**src/rtl/avalon_arb_pkg.sv**
```systemverilog
// Shared types and constants for the two-master Avalon-MM RAM arbiter.
package avalon_arb_pkg;

  typedef enum logic [1:0] {
    IDLE = 2'd0,
    OWN0 = 2'd1,
    OWN1 = 2'd2
  } arb_state_t;

  localparam logic M_CPU  = 1'b0;
  localparam logic M_LOAD = 1'b1;

  localparam logic [1:0] GRANT_IDLE = 2'b00;
  localparam logic [1:0] GRANT_M0   = 2'b01;
  localparam logic [1:0] GRANT_M1   = 2'b10;

  // One-hot owner vector for a given arbiter state.
  function automatic logic [1:0] grant_of(input arb_state_t s);
    case (s)
      OWN0:    grant_of = GRANT_M0;
      OWN1:    grant_of = GRANT_M1;
      default: grant_of = GRANT_IDLE;
    endcase
  endfunction

endpackage

```
**src/rtl/avalon_port_mux.sv**
```systemverilog
// Combinational select of one master's command signals onto the slave port.
// An idle grant drives all command signals to zero.
module avalon_port_mux
  import avalon_arb_pkg::*;
#(
  parameter int unsigned ADDR_W = 32,
  parameter int unsigned DATA_W = 32,
  localparam int unsigned BE_W  = DATA_W / 8
) (
  input  logic [1:0]        i_grant,
  input  logic [ADDR_W-1:0] i_m0_address,
  input  logic              i_m0_read,
  input  logic              i_m0_write,
  input  logic [DATA_W-1:0] i_m0_writedata,
  input  logic [BE_W-1:0]   i_m0_byteenable,
  input  logic [ADDR_W-1:0] i_m1_address,
  input  logic              i_m1_read,
  input  logic              i_m1_write,
  input  logic [DATA_W-1:0] i_m1_writedata,
  input  logic [BE_W-1:0]   i_m1_byteenable,
  output logic [ADDR_W-1:0] o_address_c,
  output logic              o_read_c,
  output logic              o_write_c,
  output logic [DATA_W-1:0] o_writedata_c,
  output logic [BE_W-1:0]   o_byteenable_c
);

  always_comb begin
    o_address_c    = '0;
    o_read_c       = 1'b0;
    o_write_c      = 1'b0;
    o_writedata_c  = '0;
    o_byteenable_c = '0;
    case (i_grant)
      GRANT_M0: begin
        o_address_c    = i_m0_address;
        o_read_c       = i_m0_read;
        o_write_c      = i_m0_write;
        o_writedata_c  = i_m0_writedata;
        o_byteenable_c = i_m0_byteenable;
      end
      GRANT_M1: begin
        o_address_c    = i_m1_address;
        o_read_c       = i_m1_read;
        o_write_c      = i_m1_write;
        o_writedata_c  = i_m1_writedata;
        o_byteenable_c = i_m1_byteenable;
      end
      default: ;
    endcase
  end

endmodule

```
**src/rtl/avalon_mem_arbiter.sv**
```systemverilog
// Two-master (CPU, loader) to one-slave Avalon-MM arbiter; grant held until transfer completes.
// Define ARB_ROUND_ROBIN_EN for round-robin tie-break; default gives the loader fixed priority.
module avalon_mem_arbiter
  import avalon_arb_pkg::*;
#(
  parameter int unsigned ADDR_W = 32,
  parameter int unsigned DATA_W = 32,
  parameter int unsigned CNT_W  = 16,
  localparam int unsigned BE_W  = DATA_W / 8
) (
  input  logic              clk,
  input  logic              reset,
  input  logic [ADDR_W-1:0] m0_address,
  input  logic              m0_read,
  input  logic              m0_write,
  input  logic [DATA_W-1:0] m0_writedata,
  input  logic [BE_W-1:0]   m0_byteenable,
  output logic              m0_waitrequest,
  output logic [DATA_W-1:0] m0_readdata,
  input  logic [ADDR_W-1:0] m1_address,
  input  logic              m1_read,
  input  logic              m1_write,
  input  logic [DATA_W-1:0] m1_writedata,
  input  logic [BE_W-1:0]   m1_byteenable,
  output logic              m1_waitrequest,
  output logic [DATA_W-1:0] m1_readdata,
  output logic [ADDR_W-1:0] s_address,
  output logic              s_read,
  output logic              s_write,
  output logic [DATA_W-1:0] s_writedata,
  output logic [BE_W-1:0]   s_byteenable,
  input  logic              s_waitrequest,
  input  logic [DATA_W-1:0] s_readdata,
  output logic [1:0]        grant,
  output logic [CNT_W-1:0]  txn_cnt0,
  output logic [CNT_W-1:0]  txn_cnt1,
  output logic              proto_err
);

  arb_state_t       r_state;
  arb_state_t       w_next;
  logic             w_req0;
  logic             w_req1;
  logic             w_done0;
  logic             w_done1;
  logic             w_tie_m1;
  logic [CNT_W-1:0] r_cnt0;
  logic [CNT_W-1:0] r_cnt1;
  logic             r_proto_err;

  assign w_req0  = m0_read | m0_write;
  assign w_req1  = m1_read | m1_write;
  assign w_done0 = (r_state == OWN0) && w_req0 && !s_waitrequest;
  assign w_done1 = (r_state == OWN1) && w_req1 && !s_waitrequest;

`ifdef ARB_ROUND_ROBIN_EN
  logic r_last;

  // Tie goes to whichever master did not receive the previous grant.
  assign w_tie_m1 = (r_last == M_CPU);

  always_ff @(posedge clk or posedge reset) begin
    if (reset) begin
      r_last <= M_CPU;
    end else if ((r_state == IDLE) && (w_next != IDLE)) begin
      r_last <= (w_next == OWN1) ? M_LOAD : M_CPU;
    end
  end
`else
  assign w_tie_m1 = 1'b1;
`endif

  always_ff @(posedge clk or posedge reset) begin
    if (reset) r_state <= IDLE;
    else       r_state <= w_next;
  end

  // Grant lasts exactly one transfer, or until the owner abandons its request.
  always_comb begin
    w_next = r_state;
    case (r_state)
      IDLE: begin
        if (w_req0 && w_req1) w_next = w_tie_m1 ? OWN1 : OWN0;
        else if (w_req1)      w_next = OWN1;
        else if (w_req0)      w_next = OWN0;
      end
      OWN0:    if (!w_req0 || !s_waitrequest) w_next = IDLE;
      OWN1:    if (!w_req1 || !s_waitrequest) w_next = IDLE;
      default: w_next = IDLE;
    endcase
  end

  always_comb begin
    m0_waitrequest = w_req0;
    m1_waitrequest = w_req1;
    if (r_state == OWN0) m0_waitrequest = s_waitrequest;
    if (r_state == OWN1) m1_waitrequest = s_waitrequest;
  end

  always_ff @(posedge clk or posedge reset) begin
    if (reset) begin
      r_cnt0      <= '0;
      r_cnt1      <= '0;
      r_proto_err <= 1'b0;
    end else begin
      if (w_done0) r_cnt0 <= r_cnt0 + CNT_W'(1);
      if (w_done1) r_cnt1 <= r_cnt1 + CNT_W'(1);
      if ((m0_read && m0_write) || (m1_read && m1_write)) r_proto_err <= 1'b1;
    end
  end

  assign grant       = grant_of(r_state);
  assign txn_cnt0    = r_cnt0;
  assign txn_cnt1    = r_cnt1;
  assign proto_err   = r_proto_err;
  assign m0_readdata = s_readdata;
  assign m1_readdata = s_readdata;

  avalon_port_mux #(
    .ADDR_W (ADDR_W),
    .DATA_W (DATA_W)
  ) u_port_mux (
    .i_grant         (grant),
    .i_m0_address    (m0_address),
    .i_m0_read       (m0_read),
    .i_m0_write      (m0_write),
    .i_m0_writedata  (m0_writedata),
    .i_m0_byteenable (m0_byteenable),
    .i_m1_address    (m1_address),
    .i_m1_read       (m1_read),
    .i_m1_write      (m1_write),
    .i_m1_writedata  (m1_writedata),
    .i_m1_byteenable (m1_byteenable),
    .o_address_c     (s_address),
    .o_read_c        (s_read),
    .o_write_c       (s_write),
    .o_writedata_c   (s_writedata),
    .o_byteenable_c  (s_byteenable)
  );

endmodule

```
**config.mk**
```make
export PLATFORM = sky130hd
export DESIGN_NAME = avalon_mem_arbiter
export DESIGN_NICKNAME = d
export VERILOG_FILES = /design/src/rtl/avalon_arb_pkg.sv /design/src/rtl/avalon_port_mux.sv /design/src/rtl/avalon_mem_arbiter.sv
export SDC_FILE = /design/constraint.sdc
export NUM_CORES = 1
export LEC_CHECK = 0
export ABC_AREA = 1
export CORE_AREA = 4 4 132 134
export DETAILED_ROUTE_END_ITERATION = 8
export DIE_AREA = 0 0 136 138
export GPL_TIMING_DRIVEN = 0
export PLACE_DENSITY = 0.71
export SYNTH_ARGS = -nofsm -noshare
export SYNTH_HDL_FRONTEND = slang
export SYNTH_SLANG_ARGS = --single-unit
```
**constraint.sdc**
```tcl
create_clock -name clk -period 3.45 [get_ports clk]
set_clock_uncertainty 0.2 [all_clocks]
set_input_delay 0.69 -clock clk [delete_from_list [all_inputs] [get_ports clk]]
set_output_delay 0.69 -clock clk [all_outputs]
set_load 0.1 [all_outputs]
```
==> flow_metrics.env, run 1 <==
export IMPL_status="finished, final reports clean"
export IMPL_async_flop_share=1.00
export IMPL_first_pass_iters=4
export IMPL_grt_max_degree=36
export IMPL_ys_flop_type="dfrtp_1"
export IMPL_hold_violations=0
export IMPL_cts_tree="yes"
export IMPL_use_met2=0.317
export IMPL_finalNonFillerCells=1099
export IMPL_p_total_mw=5.11
export IMPL_clk_latency_ns=0.27
export IMPL_cts_sink_count=35
export IMPL_endpoint_kind="output pin"
export IMPL_period_share=0.960
export IMPL_clkTransAtPathRegs_ns=0.05
export IMPL_yosysTopAreaCell="dfrtp_1"
export IMPL_worst_pin_slew_ns=1.04
export IMPL_clock_path_buffers=2
export IMPL_period_needed_ns=3.31
export IMPL_required_ns=2.56
export IMPL_max_slew_margin=0.306
export IMPL_gp_congestion=0.895
export IMPL_portBuffers=313
export IMPL_start_util=0.213
export IMPL_holdCritPathClass="register to register"
export IMPL_area_growth_pct=109
export IMPL_setup_ws_ns=0.137
export IMPL_p_leak_nw=2.93
export IMPL_vias=4521
export IMPL_maxCapViolations=0
export IMPL_dp_cells=1092
export IMPL_die_area_um2=18800
export IMPL_drt_initial_drc_count=141
export IMPL_pre_cts_ws_ns=-0.371
export IMPL_grt_pass1_vias=4683
export IMPL_routedWlPerCell_um=15.9
export IMPL_htree_levels=2
export IMPL_die_h_um=138
export IMPL_clock_root_buffer="clkbuf_16"
export IMPL_fin_tns_setup_ns=0
export IMPL_synth_warning_count=0
export IMPL_crit_type="register to output pin"
export IMPL_syn_nets=741
export IMPL_fin_util=0.446
export IMPL_setup_viol=0
export IMPL_clock_fmax_mhz=302
export IMPL_io_pins=346
export IMPL_drc=0
export IMPL_dp_hpwl_mm=15.1
export IMPL_rows=47
export IMPL_p_per_area_nw_per_um2=703
export IMPL_worstSetupStartpointType="register"
export IMPL_syn_cell_area_um2=3480
export IMPL_syn_inst=559
export IMPL_avgSynthCellArea_um2=6.22
export IMPL_ir_drop_mv=0.345
export IMPL_routed_via_density=4.11
export IMPL_worstPathArrival_ns=2.42
export IMPL_yosys_top_cells_area="dfrtp_1 25%, nand2_1 25%, buf_4 14%"
export IMPL_rsz0062_at_grt="no"
export IMPL_antenna_cells=0
export IMPL_netlist_area_leader_share=0.252
export IMPL_grtUsageMet1=0.204
export IMPL_ant_nets=0
export IMPL_synth_cell_types=25
export IMPL_grt_busiest_layer="met2"
export IMPL_drv_slew=0
export IMPL_postRouteWirelength_mm=17.4
export IMPL_antenna_found_initial=0
export IMPL_cp_max_fo=10
export IMPL_grt_overflow_total=0
export IMPL_postCtsSetupBuffers=0
export IMPL_grt_usage=0.178
export IMPL_numCtsBuffers=5
export IMPL_synth_seq_cells=35
export IMPL_synth_edf_count=0
export IMPL_fin_nets=1060
export IMPL_drive_above_1_share=0.268
export IMPL_ys_seq_area_frac=0.252
export IMPL_core_area_um2=16300
export IMPL_met3_usage=0.0614
export IMPL_grt_pass1_wl_mm=26.4
export IMPL_die_w_um=136
## through the flow
step           hold WS (ns)  area [um2]
2_1_floorplan         0.295        3700
3_3_place_gp          0.261        7110
3_5_place_dp          0.264        7110
4_1_cts               0.276        7340
5_1_grt               0.315        7270
6_report              0.271        7270
## sequential cells by signal, indices dropped and copies added (netlist names)
name       count
proto_err      1
txn_cnt1      16
r_state        2
txn_cnt0      16
## per-layer routing
metal	wire length, um	share of wire
met4	355	0.020
met2	8960	0.51
met5	0	0
met1	6480	0.37
met3	1660	0.095
## worst paths after layout
kind / from / endpoint / slack (ns) / depth (start not counted)
max in group asynchronous: reset / txn_cnt1[2] / 1.91 / 2
worst max-delay path: r_state[0] / s_address[0] / 0.14 / 7
worst min-delay path: proto_err / proto_err / 0.27 / 2
worst max register to register: r_state[0] / txn_cnt1[9] / 1.59 / 10
min in group asynchronous: reset / txn_cnt0[12] / 0.67 / 2
worst min register to register: proto_err / proto_err / 0.27 / 2
## cells in the mapped netlist (3+ instances only)
master,n
o21ai_1,7
nand2_1,230
nand3_2,3
dfrtp_1,35
nand3_1,16
inv_2,3
nand3b_1,4
o21ai_0,3
clkbuf_1,14
nand4_1,3
nor2_1,23
a21oi_1,72
ha_1,7
nor2_2,8
inv_1,33
xor2_1,5
buf_2,8
buf_4,66
xnor2_1,10
## worst max-delay path: stages (launching register included)
cell and delay, ns:
dfrtp_1 0.41, inv_1 0.12, ha_1 0.15, buf_4 0.18, clkbuf_1 0.42, nand2_1 0.13, a21oi_2 0.15, clkdlybuf4s15_2 0.59
## cells by family (layout without fill, tap and decap cells)
family,Yosys count,after routing,synth area share
and+or+nand+nor,293,293,0.355
AOI/OAI and AO/OA,82,82,0.118
DFF,35,35,0.252
adders and majority gates,7,7,0.0252
buffers and inverters,127,447,0.212
xor gates and xnor gates,15,15,0.0378
## what timing repair did
action                                  CTS  global route
hold buffers                              0             0
resized for setup                       219            34
endpoints found under the setup margin   72            53
cloned                                    0             0
## layout by cell type (no fill, tap or decap), types with 4 or more instances in the layout
cell type        netlist  final
nand2_1              230    230
clkdlybuf4s50_1        0    241
buf_2                  8     18
xor2_1                 5      5
nor2_1                23     23
clkbuf_1              14     10
nor2_2                 8      8
inv_1                 33     32
dfrtp_1               35     35
inv_2                  3      4
nand3b_1               4      4
a21oi_1               72     12
o21ai_1                7      8
nand3_1               16     16
clkbuf_2               0      4
clkdlybuf4s18_2        0      5
clkbuf_16              0      5
ha_1                   7      7
xnor2_1               10     10
buf_4                 66     66
a21oi_2                0     60
clkdlybuf4s15_2        0     52
## power by group
group	internal [mW]	total (mW)	switching [mW]	leakage (nW)
clock	0.307	0.464	0.157	0.0772
sequential	0.461	0.526	0.0648	0.460
combinational	0.875	4.12	3.24	2.39
## cell type report
| cell class | instances | area [um2] |
|---|---|---|
| fill | 1661 | 9020 |
| timing repair buffer | 313 | 3140 |
| multi-input combinational | 397 | 2090 |
| sequential | 35 | 876 |
| buffer | 87 | 589 |
| tap | 220 | 275 |
| clock buffer | 8 | 156 |
| inverter | 39 | 149 |
Note: power is estimated with default switching activity, not from simulation.
==> inputs of run 2 (changes only) <==
--- a/config.mk
+++ b/config.mk
@@ -7,9 +7,9 @@
 export LEC_CHECK = 0
 export ABC_AREA = 1
-export CORE_AREA = 4 4 132 134
+export CORE_AREA = 2 2 134 136
 export DETAILED_ROUTE_END_ITERATION = 8
 export DIE_AREA = 0 0 136 138
 export GPL_TIMING_DRIVEN = 0
-export PLACE_DENSITY = 0.71
+export PLACE_DENSITY = 0.68
 export SYNTH_ARGS = -nofsm -noshare
 export SYNTH_HDL_FRONTEND = slang
==> constraint.sdc (replaced) <==
create_clock -name clk -period 3.45 [get_ports clk]
set_clock_uncertainty 0.2 [all_clocks]
set_input_delay 0.5175 -clock clk [delete_from_list [all_inputs] [get_ports clk]]
set_output_delay 0.5175 -clock clk [all_outputs]
set_load 0.1 [all_outputs]
==> flow_metrics.env, run 2 (synthesis gave the netlist of run 1 again) <==
export IMPL_start_util=0.198
export IMPL_period_needed_ns=3.32
export IMPL_worst_pin_slew_ns=1.10
export IMPL_final_cell_mix="243 x clkdlybuf4s50_1, 230 x nand2_1, 72 x a21oi_1, 66 x buf_4, 64 x clkdlybuf4s15_2"
export IMPL_required_ns=2.73
export IMPL_hold_violations=0
export IMPL_die_area_um2=18800
export IMPL_crit_type="register to output pin"
export IMPL_drive_above_1_share=0.198
export IMPL_clock_root_buffer="clkbuf_16"
export IMPL_finalNonFillerCells=1109
export IMPL_hold_buffers=0
export IMPL_grt_usage=0.163
export IMPL_worstPathArrival_ns=2.61
export IMPL_grt_pass1_wl_mm=23.9
export IMPL_clk_latency_ns=0.28
export IMPL_use_met2=0.297
export IMPL_status="finished, final reports clean"
export IMPL_numCtsBuffers=5
export IMPL_endpoint_kind="output pin"
export IMPL_cp_max_fo=10
export IMPL_ir_drop_mv=0.469
export IMPL_max_slew_margin=0.267
export IMPL_portBuffers=313
export IMPL_antenna_cells=0
export IMPL_gp_congestion=0.805
export IMPL_p_leak_nw=2.91
export IMPL_worstSetupStartpointType="register"
export IMPL_period_share=0.963
export IMPL_die_w_um=136
export IMPL_clock_fmax_mhz=301
export IMPL_first_pass_iters=4
export IMPL_maxCapViolations=0
export IMPL_fin_tns_setup_ns=0
export IMPL_setup_viol=0
export IMPL_die_h_um=138
export IMPL_antenna_found_initial=0
export IMPL_dp_cells=1101
export IMPL_clkTransAtPathRegs_ns=0.06
export IMPL_rsz0062_at_grt="no"
export IMPL_multi_input_area_um2=1860
export IMPL_fin_nets=1061
export IMPL_p_per_area_nw_per_um2=701
export IMPL_cts_sink_count=35
export IMPL_drv_slew=0
export IMPL_postRouteWirelength_mm=16.1
export IMPL_grt_max_degree=36
export IMPL_final_common_cell="clkdlybuf4s50_1"
export IMPL_rows=49
export IMPL_hold_slack_ns=0.289
export IMPL_holdCritPathClass="register to register"
export IMPL_area_growth_pct=104
export IMPL_routed_via_density=4.13
export IMPL_regArea_um2=876
export IMPL_grt_overflow_total=0
export IMPL_clock_path_buffers=2
export IMPL_postCtsSetupBuffers=0
export IMPL_drc=0
export IMPL_ant_nets=0
export IMPL_met3_usage=0.0337
export IMPL_cts_resized=212
export IMPL_routedWlPerCell_um=14.5
export IMPL_drt_initial_drc_count=161
export IMPL_grt_busiest_layer="met2"
export IMPL_fillers=1852
export IMPL_vias=4577
export IMPL_io_pins=346
export IMPL_core_area_um2=17500
export IMPL_dp_hpwl_mm=13.5
export IMPL_grt_pass1_vias=4349
export IMPL_cts_tree="yes"
export IMPL_grtUsageMet1=0.194
export IMPL_htree_levels=2
## run 2: cell count changes in the layout (fill, tap and decap cells not counted), sizes merged
cell and change:
buf -4, clkdlybuf4s18 -5, clkdlybuf4s15 +12, clkdlybuf4s50 +2, dlygate4sd2 -2, clkinvlp +1, clkbuf -3
## run 2: worst paths after layout
kind / from / endpoint / slack [ns] / depth (start not counted)
setup / recovery: r_state[0] / s_writedata[30] / 0.13 / 7
hold / removal: proto_err / proto_err / 0.29 / 2
setup reg to reg: r_state[0] / txn_cnt1[11] / 1.53 / 10
hold reg to reg: proto_err / proto_err / 0.29 / 2
max in group asynchronous: reset / txn_cnt0[1] / 2.08 / 2
min in group asynchronous: reset / txn_cnt0[7] / 0.49 / 2
## run 2: critical path: stages, from the launching register on
cell and delay [ns]:
dfrtp_1 0.42, inv_1 0.12, ha_1 0.15, buf_4 0.19, clkbuf_1 0.45, nand2_1 0.12
a21oi_1 0.22, clkdlybuf4s15_2 0.64
## run 2: cell type report
class                           count  share of cell area
Clock buffer                        7              0.0215
Sequential cell                    35               0.123
Inverter                           39              0.0210
Buffer                             88              0.0829
Clock inverter                      1             0.00106
Tap cell                          229              0.0403
Multi-Input combinational cell    397               0.262
Timing Repair Buffer              313               0.448
## run 2: power breakdown
part           switching [mW]  internal, mW  total (mW)
Sequential             0.0703         0.461       0.531
Combinational            3.13         0.840        3.97
Clock                   0.173         0.307       0.480
## run 2: per-stage QoR
step	utilization	instance area [um2]	worst slack [ns]	power [mW]
final	0.405	7110	0.127	4.98
after global routing	0.405	7110	0.00355	5.18
after CTS	0.407	7140	0.00661	5.05
after detailed placement	0.393	6900	-0.298	4.61
after global placement	0.393	6900	-0.293	4.61
after floorplan	-	3480	0.141	3.49
## run 2: metal layers
metal	wire length, um	share of wire
met1	6510	0.40
met2	8150	0.51
met3	1130	0.070
met4	316	0.020
met5	0	0
==> inputs of run 3 (changes only) <==
Settings changed: PLACE_DENSITY 0.68 to 0.69.
==> flow_metrics.env, run 3 (synthesis gave the netlist of run 1 again) <==
export IMPL_status="finished, final reports clean"
export IMPL_vias=4538
export IMPL_endpoint_kind="output pin"
export IMPL_drc=0
export IMPL_fillers=1846
export IMPL_routed_via_density=4.10
export IMPL_cp_max_fo=5
export IMPL_grt_pass1_wl_mm=24.5
export IMPL_io_pins=346
export IMPL_cts_sink_count=35
export IMPL_die_w_um=136
export IMPL_period_needed_ns=3.26
export IMPL_p_per_area_nw_per_um2=697
export IMPL_worstPathArrival_ns=2.54
export IMPL_ir_drop_mv=0.536
export IMPL_postRouteWirelength_mm=16.0
export IMPL_antenna_cells=0
export IMPL_setup_viol=0
export IMPL_clock_fmax_mhz=307
export IMPL_numCtsBuffers=5
export IMPL_hold_violations=0
export IMPL_routedWlPerCell_um=14.5
export IMPL_max_slew_margin=0.261
export IMPL_drt_initial_drc_count=150
export IMPL_grt_usage=0.166
export IMPL_portBuffers=313
export IMPL_fin_tns_setup_ns=0
export IMPL_antenna_found_initial=0
export IMPL_drv_slew=0
export IMPL_htree_levels=2
export IMPL_area_growth_pct=105
export IMPL_maxCapViolations=0
export IMPL_core_area_um2=17500
export IMPL_ant_nets=0
export IMPL_holdCritPathClass="register to register"
export IMPL_p_leak_nw=2.91
export IMPL_cts_tree="yes"
export IMPL_worstSetupStartpointType="input pin"
export IMPL_final_common_cell="clkdlybuf4s50_1"
export IMPL_dpl_instance_area_um2=6900
export IMPL_final_cell_mix="242 x clkdlybuf4s50_1, 230 x nand2_1, 72 x a21oi_1, 68 x clkdlybuf4s15_2, 66 x buf_4"
export IMPL_clkTransAtPathRegs_ns=0.06
export IMPL_required_ns=2.73
export IMPL_drive_above_1_share=0.197
export IMPL_worst_pin_slew_ns=1.11
export IMPL_rows=49
export IMPL_period_share=0.944
export IMPL_start_util=0.198
export IMPL_first_pass_iters=4
export IMPL_hold_buffers=0
export IMPL_grt_overflow_total=0
export IMPL_clk_latency_ns=0.27
export IMPL_clock_root_buffer="clkbuf_16"
export IMPL_rsz0062_at_grt="no"
export IMPL_dp_hpwl_mm=13.6
export IMPL_clock_path_buffers=2
export IMPL_fin_nets=1061
export IMPL_crit_type="input pin to output pin"
export IMPL_grt_pass1_vias=4412
export IMPL_finish_instance_area_um2=7130
export IMPL_grt_max_degree=36
export IMPL_die_area_um2=18800
export IMPL_die_h_um=138
export IMPL_gp_congestion=0.887
run 3: cell count changes in the layout (fill, tap and decap cells not counted):
cell             change
buf_2                -4
clkdlybuf4s15_2      +4
clkbuf_8             -2
bufinv_16            +1
clkbuf_2             +1
clkdlybuf4s50_1      -1
clkinvlp_4           -1
dlymetal6s2s_1       +1
run 3: metrics by stage:
stage	std cells	util	hold WS (ns)	power (mW)	worst slack, ns
6_report	1108	0.407	0.299	4.97	0.193
5_1_grt	1108	0.407	0.310	5.21	0.0202
4_1_cts	1108	0.407	0.305	5.03	0.0364
3_5_place_dp	1101	0.393	0.292	4.59	-0.244
3_3_place_gp	1101	0.393	0.270	4.57	-0.268
2_1_floorplan	559	-	0.295	3.49	0.141
run 3: path summary, 6_finish.rpt:
path                       cells after the start             end  slack [ns]          start
max in group asynchronous                      2    txn_cnt0[12]        2.06          reset
setup / recovery                               4  m0_waitrequest        0.19  s_waitrequest
hold / removal                                 2       proto_err        0.30      proto_err
setup reg to reg                              10     txn_cnt1[9]        1.50     r_state[0]
min in group asynchronous                      2    txn_cnt0[11]        0.50          reset
hold reg to reg                                2       proto_err        0.30      proto_err
run 3: cell type report:
type                            instances  area (um2)  area share
Buffer                                 88         591      0.0828
Clock buffer                            6         129      0.0181
Clock inverter                          1        30.0     0.00421
Inverter                               39         149      0.0209
Multi-Input combinational cell        397        1860       0.261
Sequential cell                        35         876       0.123
Tap cell                              229         287      0.0402
Timing Repair Buffer                  313        3210       0.450
run 3: routing by layer:
layer / global-route usage / vias up / part of all wire
met2: 0.300 / 184 / 0.51
met4: 0.0345 / 0 / 0.016
met5: 0 / - / 0
li1: - / 2315 / -
met3: 0.0363 / 12 / 0.078
met1: 0.199 / 2027 / 0.39
run 3: repair_timing:
| action | CTS | global route |
|---|---|---|
| resized for setup | 210 | 9 |
| setup endpoints to repair | 70 | 12 |
| buffers inserted | 0 | 0 |
run 3: where the power goes:
group	switching (mW)	total [mW]	internal, mW
logic	3.11	3.96	0.849
registers	0.0667	0.528	0.461
clock network	0.155	0.492	0.337
run 3: worst max-delay path, cell delays in order:
cell and delay [ns]:
clkdlybuf4s50_1 0.58, nand2_1 0.11, o21ai_1 0.11, clkdlybuf4s50_1 1.22
